### src/rtl/bomb_defuse_input_if.sv
// Board-side signal bundle for bomb_defuse_input: raw buttons and digit
// switches in, countdown request and code-entry status out.
interface bomb_defuse_input_if;
  logic       btn_arm;
  logic       btn_enter;
  logic [3:0] digit_in;
  logic       start_countdown;
  logic       defused;
  logic       locked_out;
  logic [3:0] digits_entered;
  logic [3:0] attempts_used;

  // Board / stimulus side: drives the raw inputs, observes status.
  modport master (
    output btn_arm,
    output btn_enter,
    output digit_in,
    input  start_countdown,
    input  defused,
    input  locked_out,
    input  digits_entered,
    input  attempts_used
  );

  // Design side: consumes raw inputs, produces status.
  modport slave (
    input  btn_arm,
    input  btn_enter,
    input  digit_in,
    output start_countdown,
    output defused,
    output locked_out,
    output digits_entered,
    output attempts_used
  );
endinterface

### src/rtl/bomb_defuse_input.sv
// Input conditioning and defuse-code entry for the bomb countdown.
// Raw buttons are synchronised, debounced and edge-detected; the arm press
// issues a one-cycle start_countdown, then BCD digits are collected and
// compared against SECRET_CODE, ending in DEFUSED or LOCKED.
module bomb_defuse_input #(
  parameter int unsigned DEBOUNCE_CYCLES = 500000,
  parameter int unsigned CODE_DIGITS     = 4,
  parameter logic [31:0] SECRET_CODE     = 32'h0000_1234,
  parameter int unsigned MAX_ATTEMPTS    = 3
) (
  input  logic               clk,
  input  logic               async_nreset,
  bomb_defuse_input_if.slave io
);

  // Counter only has to reach DEBOUNCE_CYCLES-1 before the level flips.
  localparam int unsigned    CNT_W        = $clog2(DEBOUNCE_CYCLES);
  localparam logic [CNT_W-1:0] CNT_LAST   = CNT_W'(DEBOUNCE_CYCLES - 1);
  localparam logic [63:0]    CODE_MASK64  = (64'd1 << (4 * CODE_DIGITS)) - 64'd1;
  localparam logic [31:0]    CODE_MASK    = CODE_MASK64[31:0];
  localparam logic [31:0]    SECRET_MASKED = SECRET_CODE & CODE_MASK;
  localparam logic [3:0]     DIGITS_FULL  = 4'(CODE_DIGITS);
  localparam logic [3:0]     ATTEMPTS_MAX = 4'(MAX_ATTEMPTS);

  // Button index 0 = arm, 1 = enter.
  localparam int unsigned    BTN_ARM   = 0;
  localparam int unsigned    BTN_ENTER = 1;

  typedef enum logic [2:0] {
    ST_IDLE,
    ST_ENTRY,
    ST_CHECK,
    ST_DEFUSED,
    ST_LOCKED
  } state_e;

  // Synchronisers
  logic [1:0]            btn_meta_q;
  logic [1:0]            btn_sync_q;
  logic [3:0]            digit_meta_q;
  logic [3:0]            digit_sync_q;

  // Debounce and press detection
  logic [1:0][CNT_W-1:0] db_cnt_q;
  logic [1:0][CNT_W-1:0] db_cnt_d;
  logic [1:0]            db_lvl_q;
  logic [1:0]            db_lvl_d;
  logic [1:0]            db_lvl_dly_q;
  logic [1:0]            press_q;
  logic                  arm_press;
  logic                  enter_press;

  // FSM and registered outputs
  state_e                state_q;
  logic [31:0]           entry_q;
  logic [3:0]            digits_q;
  logic [3:0]            attempts_q;
  logic [3:0]            attempts_inc;
  logic                  start_q;
  logic                  defused_q;
  logic                  locked_q;
  logic                  digit_valid;
  logic                  code_match;

  // Two-flop synchronisers on every raw input.
  always_ff @(posedge clk or negedge async_nreset) begin
    if (!async_nreset) begin
      btn_meta_q   <= '0;
      btn_sync_q   <= '0;
      digit_meta_q <= '0;
      digit_sync_q <= '0;
    end else begin
      btn_meta_q   <= {io.btn_enter, io.btn_arm};
      btn_sync_q   <= btn_meta_q;
      digit_meta_q <= io.digit_in;
      digit_sync_q <= digit_meta_q;
    end
  end

  // Debounce next state: count while synchronised value disagrees with the
  // debounced level, flip the level once the count is complete.
  always_comb begin
    db_cnt_d = '0;
    db_lvl_d = db_lvl_q;
    for (int unsigned i = 0; i < 2; i++) begin
      if (btn_sync_q[i] != db_lvl_q[i]) begin
        if (db_cnt_q[i] == CNT_LAST) begin
          db_lvl_d[i] = btn_sync_q[i];
        end else begin
          db_cnt_d[i] = db_cnt_q[i] + CNT_W'(1);
        end
      end
    end
  end

  // Debounce state and registered rising-edge press pulses.
  always_ff @(posedge clk or negedge async_nreset) begin
    if (!async_nreset) begin
      db_cnt_q     <= '0;
      db_lvl_q     <= '0;
      db_lvl_dly_q <= '0;
      press_q      <= '0;
    end else begin
      db_cnt_q     <= db_cnt_d;
      db_lvl_q     <= db_lvl_d;
      db_lvl_dly_q <= db_lvl_q;
      press_q      <= db_lvl_q & ~db_lvl_dly_q;
    end
  end

  assign arm_press   = press_q[BTN_ARM];
  assign enter_press = press_q[BTN_ENTER];

  // Helper terms for the FSM.
  always_comb begin
    digit_valid  = (digit_sync_q <= 4'd9);
    code_match   = ((entry_q & CODE_MASK) == SECRET_MASKED);
    attempts_inc = attempts_q + 4'd1;
  end

  // Code-entry FSM with registered outputs.
  always_ff @(posedge clk or negedge async_nreset) begin
    if (!async_nreset) begin
      state_q    <= ST_IDLE;
      entry_q    <= '0;
      digits_q   <= '0;
      attempts_q <= '0;
      start_q    <= 1'b0;
      defused_q  <= 1'b0;
      locked_q   <= 1'b0;
    end else begin
      start_q <= 1'b0;
      case (state_q)
        ST_IDLE: begin
          if (arm_press) begin
            start_q  <= 1'b1;
            entry_q  <= '0;
            digits_q <= '0;
            state_q  <= ST_ENTRY;
          end
        end
        ST_ENTRY: begin
          // A full entry register moves to CHECK on the edge after the last
          // accept, so the comparison sees the completed code.
          if (digits_q == DIGITS_FULL) begin
            state_q <= ST_CHECK;
          end else if (enter_press && digit_valid) begin
            entry_q  <= {entry_q[27:0], digit_sync_q};
            digits_q <= digits_q + 4'd1;
          end
        end
        ST_CHECK: begin
          if (code_match) begin
            defused_q <= 1'b1;
            state_q   <= ST_DEFUSED;
          end else if (attempts_q != ATTEMPTS_MAX) begin
            attempts_q <= attempts_inc;
            if (attempts_inc == ATTEMPTS_MAX) begin
              locked_q <= 1'b1;
              state_q  <= ST_LOCKED;
            end else begin
              entry_q  <= '0;
              digits_q <= '0;
              state_q  <= ST_ENTRY;
            end
          end else begin
            locked_q <= 1'b1;
            state_q  <= ST_LOCKED;
          end
        end
        ST_DEFUSED: begin
          defused_q <= 1'b1;
        end
        ST_LOCKED: begin
          locked_q <= 1'b1;
        end
        default: begin
          state_q <= ST_IDLE;
        end
      endcase
    end
  end

  assign io.start_countdown = start_q;
  assign io.defused         = defused_q;
  assign io.locked_out      = locked_q;
  assign io.digits_entered  = digits_q;
  assign io.attempts_used   = attempts_q;

endmodule

### src/flat_wrapper.sv
// flat-port wrapper written by rule: the top's interface ports become plain ports
module bomb_defuse_input_flat 
#(
  parameter int unsigned DEBOUNCE_CYCLES = 500000,
  parameter int unsigned CODE_DIGITS     = 4,
  parameter logic [31:0] SECRET_CODE     = 32'h0000_1234,
  parameter int unsigned MAX_ATTEMPTS    = 3
)
  (clk, async_nreset, io_btn_arm, io_btn_enter, io_digit_in, io_start_countdown, io_defused, io_locked_out, io_digits_entered, io_attempts_used);
  bomb_defuse_input_if io_i ();
  input  logic clk;
  input  logic async_nreset;
  input wire logic [$bits(io_i.btn_arm)-1:0] io_btn_arm;
  input wire logic [$bits(io_i.btn_enter)-1:0] io_btn_enter;
  input wire logic [$bits(io_i.digit_in)-1:0] io_digit_in;
  output wire logic [$bits(io_i.start_countdown)-1:0] io_start_countdown;
  output wire logic [$bits(io_i.defused)-1:0] io_defused;
  output wire logic [$bits(io_i.locked_out)-1:0] io_locked_out;
  output wire logic [$bits(io_i.digits_entered)-1:0] io_digits_entered;
  output wire logic [$bits(io_i.attempts_used)-1:0] io_attempts_used;
  assign io_i.btn_arm = io_btn_arm;
  assign io_i.btn_enter = io_btn_enter;
  assign io_i.digit_in = io_digit_in;
  assign io_start_countdown = io_i.start_countdown;
  assign io_defused = io_i.defused;
  assign io_locked_out = io_i.locked_out;
  assign io_digits_entered = io_i.digits_entered;
  assign io_attempts_used = io_i.attempts_used;
  bomb_defuse_input #(.DEBOUNCE_CYCLES(DEBOUNCE_CYCLES), .CODE_DIGITS(CODE_DIGITS), .SECRET_CODE(SECRET_CODE), .MAX_ATTEMPTS(MAX_ATTEMPTS)) u_core (.clk(clk), .async_nreset(async_nreset), .io(io_i));
endmodule
### config.mk
export PLATFORM = sky130hd
export DESIGN_NAME = bomb_defuse_input_flat
export DESIGN_NICKNAME = d
export VERILOG_FILES = /design/src/rtl/bomb_defuse_input_if.sv /design/src/rtl/bomb_defuse_input.sv /design/src/flat_wrapper.sv
export SDC_FILE = /design/constraint.sdc
export NUM_CORES = 1
export LEC_CHECK = 0
export BUFFER_PORTS_ARGS = -buffer_cell sky130_fd_sc_hd__buf_2
export CAP_MARGIN = 0
export CELL_PAD_IN_SITES_DETAIL_PLACEMENT = 1
export CELL_PAD_IN_SITES_GLOBAL_PLACEMENT = 1
export CORE_MARGIN = 2
export CORE_UTILIZATION = 39
export DETAILED_ROUTE_END_ITERATION = 7
export GPL_ROUTABILITY_DRIVEN = 0
export GPL_TIMING_DRIVEN = 0
export MAX_ROUTING_LAYER = met4
export PLACE_DENSITY = 0.66
export SLEW_MARGIN = 20
export SYNTH_ARGS = -nofsm -noshare
export SYNTH_HDL_FRONTEND = slang
export SYNTH_SLANG_ARGS = --single-unit
### constraint.sdc
create_clock -name clk -period 3.2 [get_ports clk]
set_clock_uncertainty 0.1 [all_clocks]
set_input_delay 0.48 -clock clk [delete_from_list [all_inputs] [get_ports clk]]
set_output_delay 0.48 -clock clk [all_outputs]
set_load 0.05 [all_outputs]
* Word level (Yosys, flattened, before mapping)
Index checks and enable logic that the tools add are counted.
Storage, ports and cells: memory bits (read-only) 0, output and inout bits 11, bits in latches 0, memories kept 0, register bits after elaboration 86, bits in writable memories 0, input bits 8, word-level logic and storage cells 92
Cells by class: $lt $le $gt $ge 1, reductions and logical operators 13, multiplexer cells 32, div/mod/pow operators 0, multiply operators 0, shifts and indexed selects 0, eq/ne operators 21, add/sub/neg operators 4, bitwise operators 4
Operators with widths (number):
- 2-to-1 mux 16 bit | 6
- 2-to-1 mux 19 bit | 4
- one-hot mux 16 bit (3 select lines) | 1
- adder 19 x 1 -> 19 bit, second input constant | 2
- equality test 19 bit, second input constant | 2
- 2-to-1 mux 4 bit | 6
- equality test 16 x 13 -> 1 bit, second input constant | 1
- 2-to-1 mux 3 bit | 5
- one-hot mux 3 bit (4 select lines) | 1
- one-hot mux 4 bit (3 select lines) | 1
- != test 2 x 1 -> 1 bit, second input constant | 5
- AND reduction 3 bit | 3
- adder 4 x 1 -> 4 bit, second input constant | 2
- AND reduction 7 bit | 1
- equality test 3 x 2 -> 1 bit, second input constant | 2
- 2-to-1 mux 1 bit | 6
- != test 2 bit, second input constant | 3
- AND reduction 2 bit | 3
- equality test 4 x 2 -> 1 bit, second input constant | 1
- equality test 4 x 3 -> 1 bit, second input constant | 1
- less-or-equal comparator 4 bit, second input constant | 1
- != test 4 x 2 -> 1 bit, second input constant | 1
- one-hot mux 1 bit (2 select lines) | 2
- nonzero test 2 bit | 2
- other kinds (11) | 13

* Logic depth before layout (Yosys ltp)
word-level depth 6, mapped depth 8, depth with buffers taken out 7

* Least setup slack after synthesis
Ideal clock, no wire load.
path type register -> register, from register u_core.digits_q[0] (netlist: u_core.io.digits_entered[0]), to register u_core.digits_q[2] (netlist: u_core.io.digits_entered[2]), setup time 0.124 ns, buffers on the path 1, cell stages (with the launch flop) 8, required time 2.976 ns, data arrival time 1.946 ns, setup slack 1.030 ns, clock period less this slack 2.170 ns, cells stage by stage dfrtp_1 -> inv_1 -> ha_1 -> and3b_1 -> nor4b_2 -> o211ai_1 -> buf_4 -> a211o_1
On the way: word-level cells in the longest chain between the ends 4, elaborated cells on any way between the ends 7, classes of those cells add/sub: 1; eq/ne: 2; mux: 3; reduce/logical: 1
RTL lines:
- start, declared | RTL line bomb_defuse_input.sv:56 | logic [3:0] digits_q;
- start signal, assigned | RTL line bomb_defuse_input.sv:149 | digits_q <= digits_q + 4'd1;
- adder 4 x 1 -> 4 bit | RTL line bomb_defuse_input.sv:149
- 2-to-1 mux 4 bit | RTL line bomb_defuse_input.sv:147 | end else if (enter_press && digit_valid) begin
- 2-to-1 mux 4 bit | RTL line bomb_defuse_input.sv:145 | if (digits_q == DIGITS_FULL) begin
- one-hot mux 4 bit (3 select lines) | RTL line bomb_defuse_input.sv:133 | case (state_q)
Parallel ways exist; a longest one is shown, timed or not. The select of a mux whose other input is x is not followed. A chain may end at the register's enable or synchronous reset.

* Worst setup path after layout
Same ends and word-level chain as after synthesis.

==> metrics <==
Reg area=between 0.002 and 0.0025 mm^2; Initial DRC Count=112; # setup viols final=0; Flop pwr share=a little under three fifths; Slew @ Worst Pin=slightly above 0.5 ns; crit share post-route=between 60% and 70%; # nets final=384; #FFs+latches synth=86; # Post-CTS Setup Buffers=0; Mean Syn Cell Area=11.0 um^2; Min-Delay Path Class=primary input to flip-flop; most common cell after layout, fill and taps aside=dfrtp_1; pre-CTS setup slack=1.20 ns; outcome=completed; Area Overhead vs Synth=13.2%; WP data arrival=2.13 ns; ANT nets after route=0; post-synthesis sequential area ratio=between 50 and 60%; GRT Overall Usage=between 15 and 20%; first drt pass iteration count=4; Synthesized Nets=~350; initial antenna violation count=0; synth top area cells=dfrtp_1 (58%), xor2_1 (5.9%), nor2_1 (5.7%); Sink Count=86; Worst-Skew Late Latency=approximately 0.35 ns; DR vias=between 2000 and 2500; CTS max path bufs=2; share of cells above drive strength 1=between 10 and 15%; Clock Root Buffer=clkbuf_8; slew margin rel.=65.2%; R2R cell count=7; Net Switching=roughly 0.00046 W; clock power share=between 40 and 50%; first-pass GRT wire length=roughly 13000 um; critical hold path startpoint=io_digit_in[0]; DP Wirelength=about 5000 um; area occupied by multi-input gates=0.00147 mm^2; I/O Pins=19; crit path launch type=flip-flop; final global-route overflow total=0; worst reg-to-reg setup slack=about 1.2 ns; die height=slightly above 100 um; total wire length=7290 um; post-route minimum period=approximately 2.0 ns; RSZ-0062 raised after global routing=no; DRC Markers=0; WL per Instance=around 14 um; CTS buffer count=9; CTS tree=done; Gate power share=2.9%; htree depth=3; FF-to-FF End=u_core.io.digits_entered[2]; MaxCap Viol Count=0; Fin. Hold Viols=0; Vias/cell=between 4 and 5; vias in the first global route=2648; sw frac=23.5%; CP Capture Type=flip-flop; Mapped Area=~0.0037 mm^2; Rows=35; Setup WS post-layout=approximately 1.2 ns; post-synth top area cell=dfrtp_1; core area=between 0.009 and 0.01 mm^2; Yosys top cell area share=57.7%; I/O Buffers=18; largest net degree at the start of global routing=53; internal power=approximately 0.0015 W; Setup TNS=0 ns; post_cts resized=0; fmax=approximately 500 MHz; Diodes inserted=0; Pleak=1.91 nW; crit path launch=u_core.io.digits_entered[0]; Die Span X=slightly above 100 um; Final Non-Filler Cells=around 500; Starting Density=roughly two fifths; Synth Instances=339; Filler Cells Inserted=~1000; placed cells=487; power density cells=461 mW/mm^2; die area=0.0104 mm^2; Hold Path Stages=1; largest vdd supply drop=approximately 0.27 mV; crit-path max FO=10; most frequent cells in the layout=dfrtp_1 (86), nor2_1 (57), xor2_1 (25); Worst EP required=roughly 3.3 ns; Yosys cell types=between 40 and 50; critical path type=flip-flop to flip-flop; hold path endpoint=u_core.digit_meta_q[0]; Worst-path clk slew=about 0.090 ns; max-slew violation count=0; Synth warnings=0; r2r startpoint=u_core.io.digits_entered[0]
-- how the worst max path moves through the flow --
stage	to	cells after the start
6_report	u_core.io.digits_entered[2]	7
5_1_grt	u_core.db_cnt_q[34]	7
4_1_cts	u_core.io.digits_entered[2]	7
3_5_place_dp	u_core.io.digits_entered[2]	7
3_3_place_gp	u_core.db_cnt_q[16]	1
2_1_floorplan	u_core.io.digits_entered[2]	7
-- flip-flops by register name (all words and copies together) (netlist names) --
register                   count
u_core.btn_sync_q              2
u_core.digit_sync_q            4
u_core.db_lvl_dly_q            2
u_core.digit_meta_q            4
u_core.btn_meta_q              2
u_core.entry_q                16
u_core.io.start_countdown      1
u_core.press_q                 2
u_core.io.defused              1
u_core.io.digits_entered       4
u_core.io.locked_out           1
u_core.state_q                 3
u_core.db_lvl_q                2
u_core.db_cnt_q               38
u_core.io.attempts_used        4
-- Yosys cell counts, drive strengths merged --
library cell and instances:
mux2 4, or2 1, clkbuf 1, buf 10, o21ai 5, nor4bb 2, nor2 57, nor4 3
and4bb 1, xnor2 13, nand2b 4, dfrtp 86, nand4 9, and3 4, a22o 17, nor2b 3
nand3b 1, nor4b 4, inv 9, and2 1, nand3 20, and4 3, nor3b 2, a211oi 1
nand2 23, o211ai 1, o21bai 2, o2bb2ai 1, ha 6, nor3 10, or3 1, mux2i 1
a211o 1, a21oi 6, xor2 25, and3b 1
-- what timing repair did --
action                                  in CTS  in global routing
hold buffers                                 1                  0
endpoints found under the hold margin       34                  0
endpoints found under the setup margin       0                  0
-- critical path, stage by stage, from the launching register on --
cell and delay, ns:
dfrtp_1 0.42, inv_1 0.06, ha_1 0.19, and3b_1 0.22, nor4b_2 0.26, o211ai_1 0.15, buf_4 0.19, a211o_1 0.29
-- power groups by stage --
stage	registers (W)	clock network, W	logic (W)
4_1_cts	0.00111	0.000820	0.0000596
6_report	0.00111	0.000779	0.0000562
2_1_floorplan	0.00113	0	0.0000217
3_3_place_gp	0.00113	0	0.0000527
3_5_place_dp	0.00113	0	0.0000582
5_1_grt	0.00111	0.000869	0.0000673
-- cell type report --
| class | count | area share [%] |
|---|---|---|
| multi-input cells | 233 | 34.8 |
| plain buffers | 11 | 1.72 |
| clock buffers | 9 | 2.94 |
| inverters | 9 | 0.800 |
| repair buffers | 20 | 3.08 |
| well taps | 129 | 3.82 |
| clock inverters | 7 | 1.84 |
| flip-flops and latches | 86 | 51.0 |
-- logic make-up after synthesis --
logic type | after synthesis | synth area share (%)
buffers and inverters | 20 | 2.85
AND/OR/NAND/NOR | 150 | 20.2
adder cells (fa/ha/maj) | 6 | 2.01
multiplexers | 5 | 1.48
flip-flops | 86 | 57.7
XOR/XNOR | 38 | 8.93
AO/OA/AOI/OAI | 34 | 6.75
-- metrics by stage --
step                hold WS (ns)  power, W  utilization [%]  area (um^2)
finish                     0.131   0.00194             45.7         4220
floorplan                 0.0844   0.00115                -         3730
CTS                        0.109   0.00199             45.7         4220
detailed placement         0.236   0.00119             43.4         4010
global placement           0.235   0.00118             43.1         3980
global route               0.102   0.00205             45.7         4220
-- metal layers --
metal  global-route usage [%]  wire length (um)
met5                        -                 0
met1                     19.6              3320
met4                     4.99                86
met2                     26.3              3730
met3                     4.14               156
No activity file was read; power rests on OpenSTA's default activity.
